File: src/rtl/matrix_operand_dispatcher.sv
// -----------------------------------------------------------------------------
// matrix_operand_dispatcher
//
// Purpose:
//   Collects two square N x N operand matrices A and B (32-bit IEEE-754 words)
//   through a strobe/ack load port. It then presents every (row i of A,
//   column j of B) pair to a downstream consumer in row-major pair order.
//   Each pair is handed over with a four-phase strobe/ack handshake on two
//   independent channels: row and column.
//
// Configuration macro:
//   MATRIX_B_TRANSPOSED_EN - when defined, the second block of N*N words is
//                            B transposed (row-major), so column j is simply
//                            stored row j. When undefined, column j is
//                            gathered down column j of a row-major B.
//
// Ports:
//   clk           in   rising-edge clock
//   rst           in   asynchronous active-low reset
//   load_data     in   32-bit operand word
//   load_stb      in   load_data valid (honoured only while loading)
//   load_ack      out  one-cycle pulse per accepted word
//   load_clr      in   discard operands and restart loading (highest priority)
//   start         in   begin dispatching all N*N pairs (honoured only in READY)
//   row           out  row i of A, element k at bits [32(k+1)-1:32k]
//   row_o_stb     out  row valid
//   row_i_ack     in   downstream accepted row
//   column        out  column j of B, same element packing as row
//   column_o_stb  out  column valid
//   column_i_ack  in   downstream accepted column
//   idx_i, idx_j  out  indices of the pair currently presented
//   busy          out  dispatch sequence in progress
//   done          out  one-cycle pulse after the last pair is released
// -----------------------------------------------------------------------------
module matrix_operand_dispatcher #(
    parameter int number_of_elements = 4
) (
    input  logic                                   clk,
    input  logic                                   rst,
    input  logic [31:0]                            load_data,
    input  logic                                   load_stb,
    output logic                                   load_ack,
    input  logic                                   load_clr,
    input  logic                                   start,
    output logic [32*number_of_elements-1:0]       row,
    output logic                                   row_o_stb,
    input  logic                                   row_i_ack,
    output logic [32*number_of_elements-1:0]       column,
    output logic                                   column_o_stb,
    input  logic                                   column_i_ack,
    output logic [((number_of_elements > 1) ? $clog2(number_of_elements) : 1)-1:0] idx_i,
    output logic [((number_of_elements > 1) ? $clog2(number_of_elements) : 1)-1:0] idx_j,
    output logic                                   busy,
    output logic                                   done
);

    localparam int N      = number_of_elements;
    localparam int DATA_W = 32;
    localparam int IDX_W  = (N > 1) ? $clog2(N) : 1;
    localparam int WORDS  = 2 * N * N;
    localparam int ADDR_W = $clog2(WORDS);

    localparam logic [ADDR_W-1:0] W_LAST   = ADDR_W'(WORDS - 1);
    localparam logic [IDX_W-1:0]  IDX_LAST = IDX_W'(N - 1);

    typedef enum logic [2:0] {
        LOAD,
        READY,
        PRESENT,
        WAIT_RELEASE,
        NEXT
    } state_t;

    state_t state;
    state_t state_next;

    // Operand storage: words 0..N*N-1 hold A, N*N..2N*N-1 hold B (or B^T).
    logic [DATA_W-1:0] mem [WORDS];

    logic [ADDR_W-1:0] w;
    logic              row_got;
    logic              col_got;
    logic              both_acked;
    logic              last_pair;
    logic              word_accept;

    // An ack counts either if it was latched earlier in this presentation or
    // if it is arriving right now.
    assign both_acked  = (row_got | row_i_ack) & (col_got | column_i_ack);
    assign last_pair   = (idx_i == IDX_LAST) && (idx_j == IDX_LAST);
    assign word_accept = (state == LOAD) && load_stb && !load_clr;

    // State register
    always_ff @(posedge clk or negedge rst) begin
        if (!rst) begin
            state <= LOAD;
        end else begin
            state <= state_next;
        end
    end

    // Next-state logic; load_clr overrides every other input.
    always_comb begin
        state_next = state;
        if (load_clr) begin
            state_next = LOAD;
        end else begin
            case (state)
                LOAD:         if (load_stb && (w == W_LAST)) state_next = READY;
                READY:        if (start) state_next = PRESENT;
                PRESENT:      if (both_acked) state_next = WAIT_RELEASE;
                WAIT_RELEASE: if (!row_i_ack && !column_i_ack) state_next = NEXT;
                NEXT:         state_next = last_pair ? READY : PRESENT;
                default:      state_next = LOAD;
            endcase
        end
    end

    // Output logic: both strobes are valid exactly while a pair is presented.
    always_comb begin
        row_o_stb    = 1'b0;
        column_o_stb = 1'b0;
        if (state == PRESENT) begin
            row_o_stb    = 1'b1;
            column_o_stb = 1'b1;
        end
    end

    // Control registers: word counter, pair indices, ack latches, flags.
    always_ff @(posedge clk or negedge rst) begin
        if (!rst) begin
            w        <= '0;
            idx_i    <= '0;
            idx_j    <= '0;
            load_ack <= 1'b0;
            busy     <= 1'b0;
            done     <= 1'b0;
            row_got  <= 1'b0;
            col_got  <= 1'b0;
        end else begin
            load_ack <= 1'b0;
            done     <= 1'b0;
            if (load_clr) begin
                w       <= '0;
                busy    <= 1'b0;
                row_got <= 1'b0;
                col_got <= 1'b0;
            end else begin
                case (state)
                    LOAD: begin
                        if (load_stb) begin
                            load_ack <= 1'b1;
                            w        <= (w == W_LAST) ? '0 : w + ADDR_W'(1);
                        end
                    end
                    READY: begin
                        if (start) begin
                            idx_i <= '0;
                            idx_j <= '0;
                            busy  <= 1'b1;
                        end
                    end
                    PRESENT: begin
                        // Latches are cleared on the way out so the next
                        // presentation starts with no stale acknowledgements.
                        if (both_acked) begin
                            row_got <= 1'b0;
                            col_got <= 1'b0;
                        end else begin
                            if (row_i_ack)    row_got <= 1'b1;
                            if (column_i_ack) col_got <= 1'b1;
                        end
                    end
                    NEXT: begin
                        if (last_pair) begin
                            busy <= 1'b0;
                            done <= 1'b1;
                        end else if (idx_j != IDX_LAST) begin
                            idx_j <= idx_j + IDX_W'(1);
                        end else begin
                            idx_j <= '0;
                            idx_i <= idx_i + IDX_W'(1);
                        end
                    end
                    default: ;
                endcase
            end
        end
    end

    // Operand storage is data only and carries no reset.
    always_ff @(posedge clk) begin
        if (word_accept) begin
            mem[w] <= load_data;
        end
    end

    // Operand selection. Storage is frozen outside LOAD and the indices only
    // move in NEXT, so row/column stay stable throughout a presentation.
    always_comb begin
        row    = '0;
        column = '0;
        for (int k = 0; k < N; k++) begin
            row[DATA_W*k +: DATA_W] = mem[ADDR_W'(int'(idx_i) * N + k)];
`ifdef MATRIX_B_TRANSPOSED_EN
            column[DATA_W*k +: DATA_W] = mem[ADDR_W'(N * N + int'(idx_j) * N + k)];
`else
            column[DATA_W*k +: DATA_W] = mem[ADDR_W'(N * N + k * N + int'(idx_j))];
`endif
        end
    end

endmodule
File: config.mk
export PLATFORM = sky130hd
export DESIGN_NAME = matrix_operand_dispatcher
export DESIGN_NICKNAME = d
export VERILOG_FILES = /design/src/rtl/matrix_operand_dispatcher.sv
export SDC_FILE = /design/constraint.sdc
export NUM_CORES = 1
export LEC_CHECK = 0
export CAP_MARGIN = 40
export CORE_MARGIN = 2
export CORE_UTILIZATION = 45
export DETAILED_ROUTE_END_ITERATION = 7
export PLACE_DENSITY = 0.64
export SYNTH_ARGS = -nofsm -noshare
export SYNTH_HDL_FRONTEND = slang
export SYNTH_SLANG_ARGS = --single-unit
export TNS_END_PERCENT = 100
File: constraint.sdc
create_clock -name clk -period 3 [get_ports clk]
set_input_delay 0.75 -clock clk [delete_from_list [all_inputs] [get_ports clk]]
set_output_delay 0.75 -clock clk [all_outputs]
set_load 0.05 [all_outputs]
Word-level counts from Yosys, hierarchy flattened
Memories as Yosys holds them, arrays and structs flattened.
Index checks and enable logic that the tools add are counted.

cells by class
  multiplexer cells = 39
  reduce and logical (&&, ||, !) cells = 23
  $add $sub $neg = 10
  bitwise operators = 4
  equal/unequal tests = 16

operators by type and width
  cell                                                                   number
  5-bit by 2-bit adder with 5-bit output, first input constant           4
  1-bit 2-to-1 mux                                                       20
  5-bit 2-to-1 mux                                                       4
  3-bit 2-to-1 mux                                                       5
  3-bit one-hot mux with 5 select lines                                  1
  2-bit 2-to-1 mux                                                       6
  3-bit != test, second input constant                                   4
  4-bit by 2-bit adder with 5-bit output, second input constant          2
  3-bit nonzero test                                                     3
  2-bit != test, second input constant                                   4
  2-bit one-hot mux with 2 select lines                                  2
  4-bit AND reduction                                                    2
  2-bit nonzero test                                                     4
  3-bit by 2-bit equality test with 1-bit output, second input constant  2
  2-bit AND reduction                                                    3
  4-bit by 1-bit adder with 5-bit output, second input constant          1
  5-bit by 1-bit adder with 5-bit output, second input constant          1
  5-bit equality test, second input constant                             1
  1-bit logical AND                                                      5
  5-bit AND reduction                                                    1
  2-bit by 1-bit adder with 2-bit output, second input constant          2
  2-bit equality test, second input constant                             2
  3-bit by 1-bit equality test with 1-bit output, second input constant  1
  3-bit equality test, second input constant                             1
  8 further kinds                                                        11

storage, ports and cells
  memories = 1
  input port bits = 39
  word-level logic and storage cells = 102
  output and inout bits = 265
  RAM bits = 1024
  flip-flop bits (word level) = 17

memory list
  memory  depth  bits a word  read ports  clocked after memory_dff  write ports  RTL line  text
  mem     32     32           8           0                         1            78        logic [DATA_W-1:0] mem [WORDS];

Depth between registers and ports, before layout
  depth in word-level cells = 5
  gate-level depth with buffers = 7
  gate-level depth less buffers = 7

Worst setup path before layout
No wires, ideal clock.

  path kind = input port to flip-flop
  start = in load_clr
  end = mem mem[30][0], enable pin
  stages = 5
  data required time = 2.579 ns
  arrival time = 2.887 ns
  setup slack = -0.308 ns
  path buffers = 1
  library setup time = 0.421 ns
  path through = nor2_1 -> and3_1 -> clkbuf_1 -> nand2_1 -> nor2_1

on the way
  word-level cells in the longest chain between the ends = 4

ends and longest elaborated chain
  what                                    RTL line  text
  start, declared                         43        input logic load_clr,
  1-bit zero test                         91        assign word_accept = (state == LOAD) && load_stb && !load_clr;
  1-bit logical AND                       91
  1-bit 2-to-1 mux                        193       if (word_accept) begin
  1-bit 2-to-1 mux (not written as such)  194       mem[w] <= load_data;
  end, declared                           78

Every way passes these cells.

Worst setup path in the final report
  start = reg idx_j[0] (netlist name)
  end = out column[64]

on the way
  word-level cells in the longest chain between the ends = 2

ends and longest elaborated chain
  what                                    RTL line  text
  start, declared                         52        output logic [((number_of_elements > 1) ? $clog2(number_of_elements) : 1)-1:0] idx_j,
  start signal, assigned                  179       idx_j <= idx_j + IDX_W'(1);
  5-bit by 2-bit adder with 5-bit output  208       column[DATA_W*k +: DATA_W] = mem[ADDR_W'(N * N + k * N + int'(idx_j))];
  memory 32 x 32 bit                      -
  end, declared                           48        output logic [32*number_of_elements-1:0] column,

Every way passes these cells.

==> flow_summary.json <==
{
  "holdWs_ns": 0.550,
  "std_cell_rows": 106,
  "ys_seq_area_frac": 0.822,
  "gp_congestion": 0.740,
  "hold_buffers": 0,
  "dpl.hpwl_mm": 52.4,
  "dpl_cell_area_sq_um": 42800,
  "synth-seq-cells": 1041,
  "clk-insertion-delay-late_ns": 0.65,
  "fin_skew_ns": 0.0145,
  "power_mw": 29.8,
  "startpoint_type": "flip-flop",
  "p_sw_frac": 0.196,
  "synth_edf_count": 1024,
  "async_flop_share": 0.0163,
  "grt_pass1_vias": 17700,
  "setup_ws_ns": -0.0457,
  "grt_pass1_wl_mm": 128,
  "synth_ff_type": "edfxtp_1",
  "port_buffers": 303,
  "finalNetCount": 1992,
  "ant_nets": 1,
  "fin_cells": 3120,
  "htreeDepth": 3,
  "ys.warnings.count": 0,
  "num_vias": 17600,
  "r2r_cells": 6,
  "period_needed_ns": 3.05,
  "yosysMostFrequentCell": "edfxtp_1",
  "cpPeakStageDelay_ns": 0.56,
  "vias_per_cell": 5.66,
  "pwr-share-comb": 0.024,
  "clock_sink_count": 1041,
  "crit_fanout": 9,
  "avgSynthCellArea_sq_um": 25.6,
  "crit_path_end_kind": "output port",
  "tightest_slew_ns": 0.953,
  "drt-pass1-iter-count": 5,
  "clock_path_buffers": 3,
  "power_density_nw_per_um2": 621,
  "syn2layout_area_growth_pct": 26.7,
  "clkSlewWorstSetupHoldPaths_ns": 0.06,
  "fillerInstances": 6001,
  "syn-cell-area_sq_um": 37900,
  "timing.fmax_mhz": 328,
  "required_ns": 2.25,
  "finalCritPeriodShare": 1.02,
  "grt_max_degree": 71,
  "p_leak_nw": 15.3,
  "hold_viol_final": 0,
  "path_cells": "buf_12, clkbuf_16, mux4_2, buf_6",
  "tns_ns": -0.893,
  "p_clk_frac": 0.439,
  "power_switching_mw": 5.85,
  "yosys-top-cells-area": "edfxtp_1 (81%), mux4_2 (15%), dfrtp_1 (1.1%)",
  "die_h_um": 294,
  "yosys.area.top_type_share": 0.811,
  "slowest_stage": "mux4_2",
  "wl_per_cell_um": 29.5,
  "synth.distinct_cells": 41,
  "synth_area_leader_cell": "edfxtp_1",
  "dp_cells": 2879,
  "chipWidth_um": 294,
  "vdd_ir_drop_max_uv": 503,
  "drv_slew": 0,
  "cts_tree": "done",
  "maxSlewHeadroom": 0.365,
  "io_pins": 304,
  "grt_use_total": 0.211,
  "cp_data_arrival_time_ns": 2.30,
  "max_cap_violations": 0,
  "root_buffer": "clkbuf_16",
  "core_area_sq_um": 83600,
  "violations": "antenna violations, negative setup slack",
  "p_int_mw": 24.0,
  "routed_wl_mm": 92.1,
  "holdPathStages": 2,
  "status": "complete, but fails checks",
  "cts_inserted_buffers": 103,
  "dieArea_sq_um": 86600,
  "synth_nets": 1527,
  "antenna_found_initial": 4,
  "drtIter0Drc": 1936,
  "initial_core_util": 0.454,
  "synthCells": 1481,
  "crit_type": "reg -> out",
  "p_seq_frac": 0.537,
  "yosys-top-cells-count": "edfxtp_1 (1,024), mux4_2 (256), nor2_1 (44), clkbuf_1 (31), buf_2 (26)",
  "drive_above_1_share": 0.424,
  "post-route-drc-count": 0,
  "final_cell_area_sq_um": 48000,
  "setup_viol": 54,
  "holdCritPathClass": "reg -> reg",
  "rsz0062_at_grt": "yes",
  "grt_overflow": 0
}
## layout by cell type (no fill, tap or decap), types with 3 or more instances in the layout
master and instances:
clkinv_2 19, buf_16 23, nand2_1 9, dfrtp_4 4
clkbuf_16 119, buf_2 25, clkdlybuf4s50_1 16, a22o_1 3
buf_6 209, clkinvlp_4 7, ha_1 7, nor2_1 12
inv_6 4, buf_4 84, o21ai_0 3, mux4_2 256
nand3_1 4, edfxtp_1 1024, bufinv_16 15, a21oi_1 6
nand3b_1 3, diode_2 6, nor3_1 4, nor2_4 30
and3_1 3, clkbuf_1 19, buf_12 51, clkinv_1 21
buf_8 6, dfrtp_1 13
## routing by layer
layer / vias to the layer above / share of wire / global-route usage
met1: 9507 / 0.42 / 0.304
met4: 4 / 0.010 / 0.0386
met5: - / 0.00025 / 0
li1: 7348 / - / -
met2: 711 / 0.50 / 0.343
met3: 74 / 0.073 / 0.0389
## through the flow
| step | setup WS (ns) | util |
|---|---|---|
| detailed placement | 0.187 | 0.513 |
| global placement | 0.182 | 0.511 |
| global route | -0.0962 | 0.575 |
| CTS | -0.0873 | 0.568 |
| floorplan | -0.308 | - |
| finish | -0.0457 | 0.575 |
## power groups by stage
stage / Clock [mW] / Sequential (mW) / Combinational [mW]
floorplan: 0 / 16.3 / 0.187
global placement: 0 / 16.3 / 0.656
detailed placement: 0 / 16.3 / 0.699
CTS: 13.3 / 16.0 / 0.713
global route: 13.9 / 16.0 / 0.751
finish: 13.1 / 16.0 / 0.716
## logic make-up after synthesis
family / Yosys count / share of synthesized area
DFF: 1041 / 0.822
muxes: 259 / 0.153
and+or+nand+nor: 84 / 0.0108
buffers and inverters: 69 / 0.00799
AOI/OAI and AO/OA: 21 / 0.00376
adders and majority gates: 7 / 0.00231
## flip-flops by register name, summed over array words and instances, names as in the netlist
signal,cells
done,1
mem,1024
idx_j,2
state,3
load_ack,1
w,5
col_got,1
row_got,1
idx_i,2
busy,1
## area by class of cell
type                    instances  area (sq um)  area share
well taps                    1080          1350      0.0281
clock inverters                67           721      0.0150
multi-input cells             371          6670       0.139
repair buffers                427          5350       0.111
clock buffers                 126          2750      0.0572
flip-flops and latches       1041         31200       0.649
diodes                          6          15.0    0.000312
inverters                       2          7.51    0.000156
## critical path: cells and delay by family (launching register included)
kind,cells,cell delay [ns]
flops,1,0.47
buf+inv,3,0.60
mux,1,0.56
## path summary, 6_finish.rpt
check	end	start	slack (ns)
worst max-delay path	column[64]	idx_j[0]	-0.05
worst min-delay path	busy	busy	0.55
worst max register to register	mem[25][23]	state[2]	0.95
worst min register to register	busy	busy	0.55
max in group asynchronous	idx_i[1]	rst	1.77
min in group asynchronous	load_ack	rst	0.59
## timing repair
| action | in CTS | in global routing |
|---|---|---|
| hold endpoints to repair | 0 | 0 |
| cloned | 7 | 13 |
| gates resized for setup | 191 | 53 |
| setup buffers | 15 | 5 |
| setup endpoints to repair | 256 | 215 |
No activity file was read; power rests on OpenSTA's default activity.
